`src/rtl/write_back_pkg.sv`:
```
// rtl/write_back_pkg.sv - shared types and constants for the write-back stage
package write_back_pkg;

    typedef enum logic {
        WB_RUN,
        WB_WAIT_LOAD
    } t_wb_state;

    localparam logic [1:0] MTR_ALU = 2'b00;
    localparam logic [1:0] MTR_MEM = 2'b01;
    localparam logic [1:0] MTR_PC  = 2'b10;

endpackage

```
`src/rtl/write_back_if.sv`:
```
// rtl/write_back_if.sv - pipeline, cache and register-file signals of the write-back stage
interface write_back_if #(
    parameter int DATA_W     = 32,
    parameter int REG_ADDR_W = 5,
    parameter int CNT_W      = 64
);
    logic                  i_en;
    logic                  i_valid;
    logic [DATA_W-1:0]     i_pcplus4;
    logic [REG_ADDR_W-1:0] i_rdest;
    logic                  i_cu_regwrite;
    logic [1:0]            i_cu_memtoreg;
    logic [DATA_W-1:0]     i_exe_data;
    logic [DATA_W-1:0]     i_mem_data;
    logic                  i_mem_valid;
    logic                  o_rf_we;
    logic [REG_ADDR_W-1:0] o_rf_waddr;
    logic [DATA_W-1:0]     o_rf_wdata;
    logic                  o_fwd_valid;
    logic [REG_ADDR_W-1:0] o_fwd_rdest;
    logic [DATA_W-1:0]     o_fwd_data;
    logic                  o_stall;
    logic [CNT_W-1:0]      o_instret;
    logic                  o_load_timeout;

    modport master (
        output i_en, i_valid, i_pcplus4, i_rdest, i_cu_regwrite, i_cu_memtoreg,
               i_exe_data, i_mem_data, i_mem_valid,
        input  o_rf_we, o_rf_waddr, o_rf_wdata, o_fwd_valid, o_fwd_rdest, o_fwd_data,
               o_stall, o_instret, o_load_timeout
    );

    modport slave (
        input  i_en, i_valid, i_pcplus4, i_rdest, i_cu_regwrite, i_cu_memtoreg,
               i_exe_data, i_mem_data, i_mem_valid,
        output o_rf_we, o_rf_waddr, o_rf_wdata, o_fwd_valid, o_fwd_rdest, o_fwd_data,
               o_stall, o_instret, o_load_timeout
    );

endinterface

```
`src/rtl/write_back.sv`:
```
// rtl/write_back.sv - final pipeline stage: result select, register-file write, load wait
module write_back
    import write_back_pkg::*;
#(
    parameter int DATA_W      = 32,
    parameter int REG_ADDR_W  = 5,
    parameter int CNT_W       = 64,
    parameter int TIMEOUT_CYC = 1024
) (
    input  logic         i_aclk,
    input  logic         i_areset_n,
    write_back_if.slave  wb
);

    localparam int TMR_W = $clog2(TIMEOUT_CYC);
    localparam logic [TMR_W-1:0] TMR_LAST = TMR_W'(TIMEOUT_CYC - 1);

    t_wb_state             r_state;
    logic                  r_rf_we;
    logic [REG_ADDR_W-1:0] r_rf_waddr;
    logic [DATA_W-1:0]     r_rf_wdata;
    logic [REG_ADDR_W-1:0] r_pend_rd;
    logic [CNT_W-1:0]      r_instret;
    logic [TMR_W-1:0]      r_timer;
    logic                  r_load_timeout;

    logic                  w_accept;
    logic                  w_load;
    logic                  w_load_wait;
    logic                  w_load_done;
    logic                  w_retire;
    logic [DATA_W-1:0]     w_sel_data;

    // A load whose data is not back yet parks the stage; a returning load or
    // any other accepted slot retires.
    assign w_accept    = wb.i_en & wb.i_valid & (r_state == WB_RUN);
    assign w_load      = w_accept & wb.i_cu_regwrite & (wb.i_cu_memtoreg == MTR_MEM);
    assign w_load_wait = w_load & ~wb.i_mem_valid;
    assign w_load_done = (r_state == WB_WAIT_LOAD) & wb.i_mem_valid;
    assign w_retire    = (w_accept & ~w_load_wait) | w_load_done;

    // Result mux; the unused memtoreg code falls back to the ALU result.
    always_comb begin
        w_sel_data = wb.i_exe_data;
        case (wb.i_cu_memtoreg)
            MTR_MEM: w_sel_data = wb.i_mem_data;
            MTR_PC:  w_sel_data = wb.i_pcplus4;
            default: w_sel_data = wb.i_exe_data;
        endcase
    end

    // Stage FSM driving the registered register-file write port.
    always_ff @(posedge i_aclk) begin
        if (!i_areset_n) begin
            r_state    <= WB_RUN;
            r_rf_we    <= 1'b0;
            r_rf_waddr <= '0;
            r_rf_wdata <= '0;
            r_pend_rd  <= '0;
        end else begin
            r_rf_we <= 1'b0;
            case (r_state)
                WB_RUN: begin
                    if (w_load_wait) begin
                        r_pend_rd <= wb.i_rdest;
                        r_state   <= WB_WAIT_LOAD;
                    end else if (w_accept) begin
                        r_rf_we    <= wb.i_cu_regwrite & (wb.i_rdest != '0);
                        r_rf_waddr <= wb.i_rdest;
                        r_rf_wdata <= w_sel_data;
                    end
                end
                WB_WAIT_LOAD: begin
                    if (wb.i_mem_valid) begin
                        r_rf_we    <= (r_pend_rd != '0);
                        r_rf_waddr <= r_pend_rd;
                        r_rf_wdata <= wb.i_mem_data;
                        r_state    <= WB_RUN;
                    end
                end
                default: r_state <= WB_RUN;
            endcase
        end
    end

    // Retired-instruction counter, wraps naturally.
    always_ff @(posedge i_aclk) begin
        if (!i_areset_n) begin
            r_instret <= '0;
        end else if (w_retire) begin
            r_instret <= r_instret + CNT_W'(1);
        end
    end

    // Load-wait watchdog; the flag is sticky but the stage keeps waiting.
    always_ff @(posedge i_aclk) begin
        if (!i_areset_n) begin
            r_timer        <= '0;
            r_load_timeout <= 1'b0;
        end else if (w_load_wait) begin
            r_timer <= '0;
        end else if ((r_state == WB_WAIT_LOAD) && !wb.i_mem_valid) begin
            if (r_timer == TMR_LAST) begin
                r_load_timeout <= 1'b1;
            end else begin
                r_timer <= r_timer + TMR_W'(1);
            end
        end
    end

    assign wb.o_stall        = (r_state == WB_WAIT_LOAD) ? ~wb.i_mem_valid : w_load_wait;
    assign wb.o_rf_we        = r_rf_we;
    assign wb.o_rf_waddr     = r_rf_waddr;
    assign wb.o_rf_wdata     = r_rf_wdata;
    assign wb.o_fwd_valid    = r_rf_we;
    assign wb.o_fwd_rdest    = r_rf_waddr;
    assign wb.o_fwd_data     = r_rf_wdata;
    assign wb.o_instret      = r_instret;
    assign wb.o_load_timeout = r_load_timeout;

endmodule

```
`src/flat_wrapper.sv`:
```
// flat-port wrapper written by rule: the top's interface ports become plain ports
module write_back_flat import write_back_pkg::*;
#(
    parameter int DATA_W      = 32,
    parameter int REG_ADDR_W  = 5,
    parameter int CNT_W       = 64,
    parameter int TIMEOUT_CYC = 1024
)
  (i_aclk, i_areset_n, wb_i_en, wb_i_valid, wb_i_pcplus4, wb_i_rdest, wb_i_cu_regwrite, wb_i_cu_memtoreg, wb_i_exe_data, wb_i_mem_data, wb_i_mem_valid, wb_o_rf_we, wb_o_rf_waddr, wb_o_rf_wdata, wb_o_fwd_valid, wb_o_fwd_rdest, wb_o_fwd_data, wb_o_stall, wb_o_instret, wb_o_load_timeout);
  write_back_if #(.DATA_W(DATA_W), .REG_ADDR_W(REG_ADDR_W), .CNT_W(CNT_W)) wb_i ();
  input  logic i_aclk;
  input  logic i_areset_n;
  input wire logic [$bits(wb_i.i_en)-1:0] wb_i_en;
  input wire logic [$bits(wb_i.i_valid)-1:0] wb_i_valid;
  input wire logic [$bits(wb_i.i_pcplus4)-1:0] wb_i_pcplus4;
  input wire logic [$bits(wb_i.i_rdest)-1:0] wb_i_rdest;
  input wire logic [$bits(wb_i.i_cu_regwrite)-1:0] wb_i_cu_regwrite;
  input wire logic [$bits(wb_i.i_cu_memtoreg)-1:0] wb_i_cu_memtoreg;
  input wire logic [$bits(wb_i.i_exe_data)-1:0] wb_i_exe_data;
  input wire logic [$bits(wb_i.i_mem_data)-1:0] wb_i_mem_data;
  input wire logic [$bits(wb_i.i_mem_valid)-1:0] wb_i_mem_valid;
  output wire logic [$bits(wb_i.o_rf_we)-1:0] wb_o_rf_we;
  output wire logic [$bits(wb_i.o_rf_waddr)-1:0] wb_o_rf_waddr;
  output wire logic [$bits(wb_i.o_rf_wdata)-1:0] wb_o_rf_wdata;
  output wire logic [$bits(wb_i.o_fwd_valid)-1:0] wb_o_fwd_valid;
  output wire logic [$bits(wb_i.o_fwd_rdest)-1:0] wb_o_fwd_rdest;
  output wire logic [$bits(wb_i.o_fwd_data)-1:0] wb_o_fwd_data;
  output wire logic [$bits(wb_i.o_stall)-1:0] wb_o_stall;
  output wire logic [$bits(wb_i.o_instret)-1:0] wb_o_instret;
  output wire logic [$bits(wb_i.o_load_timeout)-1:0] wb_o_load_timeout;
  assign wb_i.i_en = wb_i_en;
  assign wb_i.i_valid = wb_i_valid;
  assign wb_i.i_pcplus4 = wb_i_pcplus4;
  assign wb_i.i_rdest = wb_i_rdest;
  assign wb_i.i_cu_regwrite = wb_i_cu_regwrite;
  assign wb_i.i_cu_memtoreg = wb_i_cu_memtoreg;
  assign wb_i.i_exe_data = wb_i_exe_data;
  assign wb_i.i_mem_data = wb_i_mem_data;
  assign wb_i.i_mem_valid = wb_i_mem_valid;
  assign wb_o_rf_we = wb_i.o_rf_we;
  assign wb_o_rf_waddr = wb_i.o_rf_waddr;
  assign wb_o_rf_wdata = wb_i.o_rf_wdata;
  assign wb_o_fwd_valid = wb_i.o_fwd_valid;
  assign wb_o_fwd_rdest = wb_i.o_fwd_rdest;
  assign wb_o_fwd_data = wb_i.o_fwd_data;
  assign wb_o_stall = wb_i.o_stall;
  assign wb_o_instret = wb_i.o_instret;
  assign wb_o_load_timeout = wb_i.o_load_timeout;
  write_back #(.DATA_W(DATA_W), .REG_ADDR_W(REG_ADDR_W), .CNT_W(CNT_W), .TIMEOUT_CYC(TIMEOUT_CYC)) u_core (.i_aclk(i_aclk), .i_areset_n(i_areset_n), .wb(wb_i));
endmodule
```
`config.mk`:
```
export PLATFORM = sky130hd
export DESIGN_NAME = write_back_flat
export DESIGN_NICKNAME = d
export VERILOG_FILES = /design/src/rtl/write_back_pkg.sv /design/src/rtl/write_back_if.sv /design/src/rtl/write_back.sv /design/src/flat_wrapper.sv
export SDC_FILE = /design/constraint.sdc
export NUM_CORES = 1
export LEC_CHECK = 0
export BUFFER_PORTS_ARGS = -buffer_cell sky130_fd_sc_hd__buf_2
export CAP_MARGIN = 20
export CORE_MARGIN = 1.5
export CORE_UTILIZATION = 49
export DETAILED_ROUTE_END_ITERATION = 8
export PLACE_DENSITY = 0.81
export SLEW_MARGIN = 25
export SYNTH_ARGS = -nofsm -noshare
export SYNTH_HDL_FRONTEND = slang
export SYNTH_SLANG_ARGS = --single-unit
```
`constraint.sdc`:
```
create_clock -name i_aclk -period 2.9 [get_ports i_aclk]
set_clock_uncertainty 0.2 [all_clocks]
set_input_delay 0.58 -clock i_aclk [delete_from_list [all_inputs] [get_ports i_aclk]]
set_output_delay 0.58 -clock i_aclk [all_outputs]
set_load 0.05 [all_outputs]
```
Word-level counts from Yosys, hierarchy flattened
Index checks and enable logic that the tools add are counted.

Register bits after elaboration: 119. Bits of input ports: 109. Output and inout bits: 142. Word-level logic and storage cells: 56.

$add $sub $neg: 2. Eq/ne operators: 6. Mux-type cells: 17. Bitwise operators: 14. Reductions and logical operators: 9.

Operators with widths (number): $pmux W32 S2 (2); $mux W32 (3); $add A64 B1 Y64 const B (1); $mux W5 (3); $add A10 B1 Y10 const B (1); $eq A10 B10 Y1 const B (1); $pmux W5 S2 (1); $reduce_bool A5 Y1 (2); $and A1 B1 Y1 (8); $mux W1 (6); $reduce_and A3 Y1 (2); $not A1 Y1 (5); $ne A2 B2 Y1 const B (2); $pmux W1 S2 (2); $reduce_and A2 Y1 (2); $eq A2 B1 Y1 const B (1); $eq A2 B2 Y1 const B (1); $ne A2 B1 Y1 const B (1); $reduce_or A2 Y1 (1); $logic_and A1 B1 Y1 (1); $logic_not A1 Y1 (1); $or A1 B1 Y1 (1).

Depth between registers and ports, before layout
Depth after elaboration: 8. Gate-level depth with buffers: 9. Mapped depth without buffers: 7.

Worst setup path before layout
Ideal clock, no wire load.

Kind: register to register. Start point: register u_core.r_instret[38] (netlist: u_core.wb.o_instret[38]). End point: register u_core.r_instret[60] (netlist: u_core.wb.o_instret[60]). Library setup time: 0.131 ns. Arrival time: 2.504 ns. Data required time: 2.569 ns. Path slack: 0.064 ns. Cell stages (with the launch flop): 7. Buffers on the path: 1. Period minus slack after synthesis: 2.836 ns. Path through: dfxtp_1 nand3_1 or4_1 or4_4 buf_6 o311ai_2 o41ai_2.

Longest elaborated chain between the ends: 1.

RTL lines: start, declared (line write_back.sv:23) `logic [CNT_W-1:0] r_instret;`; start signal, assigned (line write_back.sv:91) `r_instret <= r_instret + CNT_W'(1);`; $add A64 B1 Y64 (line write_back.sv:91).

Every way passes these cells. A chain may end at the register's enable or synchronous reset.

Worst setup path in the final report
Start point: register u_core.r_state. End point: output port wb_o_stall.

Longest elaborated chain between the ends: 6.

RTL lines: start, declared (line write_back.sv:18) `t_wb_state r_state;`; start signal, assigned (line write_back.sv:55) `r_state <= WB_RUN;`; start signal, assigned (line write_back.sv:66) `r_state <= WB_WAIT_LOAD;`; start signal, assigned (line write_back.sv:78) `r_state <= WB_RUN;`; $not A1 Y1 (line write_back.sv:36) `assign w_accept = wb.i_en & wb.i_valid & (r_state == WB_RUN);`; $and A1 B1 Y1 (line write_back.sv:36); $and A1 B1 Y1 (2 in a row) (line write_back.sv:37) `assign w_load = w_accept & wb.i_cu_regwrite & (wb.i_cu_memtoreg == MTR_MEM);`; $and A1 B1 Y1 (line write_back.sv:38) `assign w_load_wait = w_load & ~wb.i_mem_valid;`; $mux W1 (*) (line write_back.sv:111) `assign wb.o_stall = (r_state == WB_WAIT_LOAD) ? ~wb.i_mem_valid : w_load_wait;`; end, declared (line flat_wrapper.sv:28) `output wire logic [$bits(wb_i.o_stall)-1:0] wb_o_stall;`.

Mark *: on every way between the ends. The rest lies on a longest branch, timed or not.

==> flow_summary.ini <==
[global_route]
grt_pass1_wl_um = 29200
antenna_found_initial = 0
overflow = 0
grt_pass1_vias = 5849
grt_usage_pct = 27.5
grt_max_degree = 48

[cells_and_area]
num_antenna_cells = 0
nFillCells = 1077
layout-drive-gt1-share_pct = 33.1
fin_nets = 1083
syn2layout_area_growth_pct = 28.6
final_core_util_pct = 65.3

[flow_run]
maxCapViolCount = 0

[floorplan]
fp-row-count = 40
die_area_um2 = 13200
die_y_um = 115
coreArea_um2 = 12100
dieWidth_um = 115
num_io_pins = 251
initial_utilization_pct = 50.8

[timing]
rsz0062_at_grt = no
post-route-period-util_pct = 94.1
finalMaxSlewViolations = 0
setup_viol = 0
finalCriticalPeriod_ns = 2.73
slew_headroom_pct = 42.5
setup-tns-final_ns = 0
worstMarginPinSlew_ns = 0.856
fmax_ghz = 0.366
timing.final.hold_violations = 0

[synthesis]
ys.flop_type = dfxtp_1
synthArstFlopShare_pct = 0
synth_cell_types = 51
synth_nets = 878
synthCells = 765
ys_seq_area_share_pct = 38.7
yosysWarnings = 0
synth_seq_cells = 119
synth_edf_count = 0
ys_top_cells_by_count = 119 x dfxtp_1, 117 x nor2_1, 47 x nor3_1, 42 x clkbuf_1, 42 x nand2_1
synth_top_area_share_pct = 38.7
synth_top_family_by_area = simple AND/OR/NAND/NOR gates
synth_fa_ha_area_share_pct = 0.813
synth-xor-area-share_pct = 4.13
syn_area_um2 = 6150
synthSimpleGateAreaFrac_pct = 28.5
yosys.area.top_type = dfxtp_1
avgSynthCellArea_um2 = 8.05
synth.most_common_cell = dfxtp_1
synthTopCellsByArea = dfxtp_1 39%, nor2_1 7.1%, buf_4 4.6%
synth-compound-area-share_pct = 17.2
synth_mux_area_share_pct = 2.11

[routing]
wl_per_cell_um = 16.0
first_iter_violations = 616
firstDrtPassIters = 5
drtAntennaViolNets = 0
via_count = 6517
drt_wl_total_um = 18400
avgViaCountPerCell = 5.66
drc = 0

[power]
p_clk_share_pct = 46.5
finalPower_mw = 4.47
p_leak_nw = 3.37
powerDensity_nw_per_um2 = 564
combPwrFrac_pct = 15.1
swShare_pct = 28.1
pwr-share-seq_pct = 38.4
switchingPower_mw = 1.25
intPower_mw = 3.21
peakVddDrop_mv = 0.381

[placed_design]
place.gp.congestion = 0.850
io_buffers = 250
dp.final_hpwl_um = 13200

[clock_network]
cts_max_level = 4
clk_pin_slew_ns = 0.05
clkLatencyLatePin_ns = 0.41
cts_tree = done
cts_sinks = 119
clockBufferDepth = 2
root_buffer = clkbuf_16
post_cts_buffers = 0
numCtsBuffers = 17

[worst_setup_path]
reg2regPathDepth = 5
required_ns = 2.12
start_kind = register
r2r_start = u_core.wb.o_instret[25]
reg2reg_to = u_core.wb.o_instret[48]
worstPathMaxFanout = 40
cp-end-kind = output port
crit_type = register to output port
cp.arrival_ns = 1.95
reg2reg_slack_ns = 0.18

[hold_path]
min_to = u_core.wb.o_fwd_data[18]
hp-start = wb_i_mem_data[18]
min_delay_path_depth = 3
min_path_type = input port to register

[outcome]
status = finished, final reports clean
how the worst max path moves through the flow:
stage / start / to / slack, ns / cells after the start
after floorplan: u_core.wb.o_instret[38] / u_core.wb.o_instret[60] / 0.06 / 6
after global placement: wb_i_cu_memtoreg[0] / u_core.wb.o_fwd_data[15] / 0.03 / 8
after detailed placement: wb_i_cu_memtoreg[0] / u_core.wb.o_instret[27] / 0.07 / 7
after CTS: u_core.r_state / wb_o_stall / 0.01 / 4
after global routing: u_core.r_state / wb_o_stall / 0.04 / 4
final: u_core.r_state / wb_o_stall / 0.17 / 4
sequential cells by signal (all words and copies together) (netlist names):
signal / count
u_core.wb.o_load_timeout: 1
u_core.r_timer: 10
u_core.wb.o_fwd_data: 32
u_core.r_pend_rd: 5
u_core.wb.o_fwd_valid: 1
u_core.r_state: 1
u_core.wb.o_fwd_rdest: 5
u_core.wb.o_instret: 64
power by group through the flow:
| stage | clock [mW] | combinational, mW | sequential, mW |
|---|---|---|---|
| 4_1_cts | 2.10 | 0.671 | 1.71 |
| 2_1_floorplan | 0 | 0.377 | 1.88 |
| 3_5_place_dp | 0 | 0.669 | 1.75 |
| 6_report | 2.08 | 0.673 | 1.71 |
| 5_1_grt | 2.18 | 0.722 | 1.72 |
| 3_3_place_gp | 0 | 0.665 | 1.75 |
through the flow:
step                std cells  hold WS [ns]  area, um2  setup slack (ns)
detailed placement       1119         0.256       7320            0.0694
finish                   1151         0.247       7910             0.170
CTS                      1151         0.235       7910           0.00954
floorplan                 765         0.274       6150            0.0643
global placement         1119         0.260       7320            0.0321
global route             1151         0.252       7910            0.0438
layer usage:
metal | GRT usage, % | up-vias | wire (um)
li1 | - | 3164 | -
met5 | 0 | - | 0
met4 | 7.90 | 0 | 228
met1 | 38.2 | 3062 | 8250
met2 | 42.9 | 269 | 8760
met3 | 6.27 | 22 | 1200
area by class of cell:
class	count	area (um2)	share of cell area (%)
Clock buffer	23	488	6.17
Clock inverter	9	97.6	1.23
Inverter	14	53.8	0.680
Multi-Input combinational cell	548	3260	41.2
Sequential cell	119	2380	30.1
Tap cell	168	210	2.66
Timing Repair Buffer	270	1420	17.9
logic make-up after synthesis:
kind of cell	after synthesis
compound gates	159
xor+xnor	29
fa+ha+maj	4
buf+inv	98
flops	119
mux	13
simple gates	343
worst max-delay path: stages, from the launching register on:
cell and delay (ns):
dfxtp_1 0.44, buf_6 0.35, nor2b_2 0.32, or2_2 0.16
buf_2 0.26
repair_timing:
action / in CTS / in global routing
resized for setup: 0 / 2
hold buffers: 0 / 0
setup endpoints to repair: 0 / 1
cell usage in the layout, fill, tap and decap left out, types with 4 or more instances in the layout:
cell       netlist  layout
a211oi_1        37      37
a21oi_1         38      38
a22oi_1         31      31
and3_1           5       5
and4_1           4       4
and4_2           5       5
buf_2            1     250
buf_4           38      18
clkbuf_16        0      17
clkbuf_8         0       4
clkinv_2         0       7
dfxtp_1        119     119
ha_1             4       4
inv_1           14      13
mux2i_1         13      13
nand2_1         42      42
nand2b_1         4       4
nand3_1         29      29
nand4_1         20      20
nor2_1         117     117
nor3_1          47      47
nor4_1          13      13
o211ai_1         5       5
o21ai_0         25      25
o31ai_1         11      11
or3_1           22      22
or4_1           20      20
xnor2_1         22      22
xor2_1           7       7
Note: power is estimated with default switching activity, not from simulation.
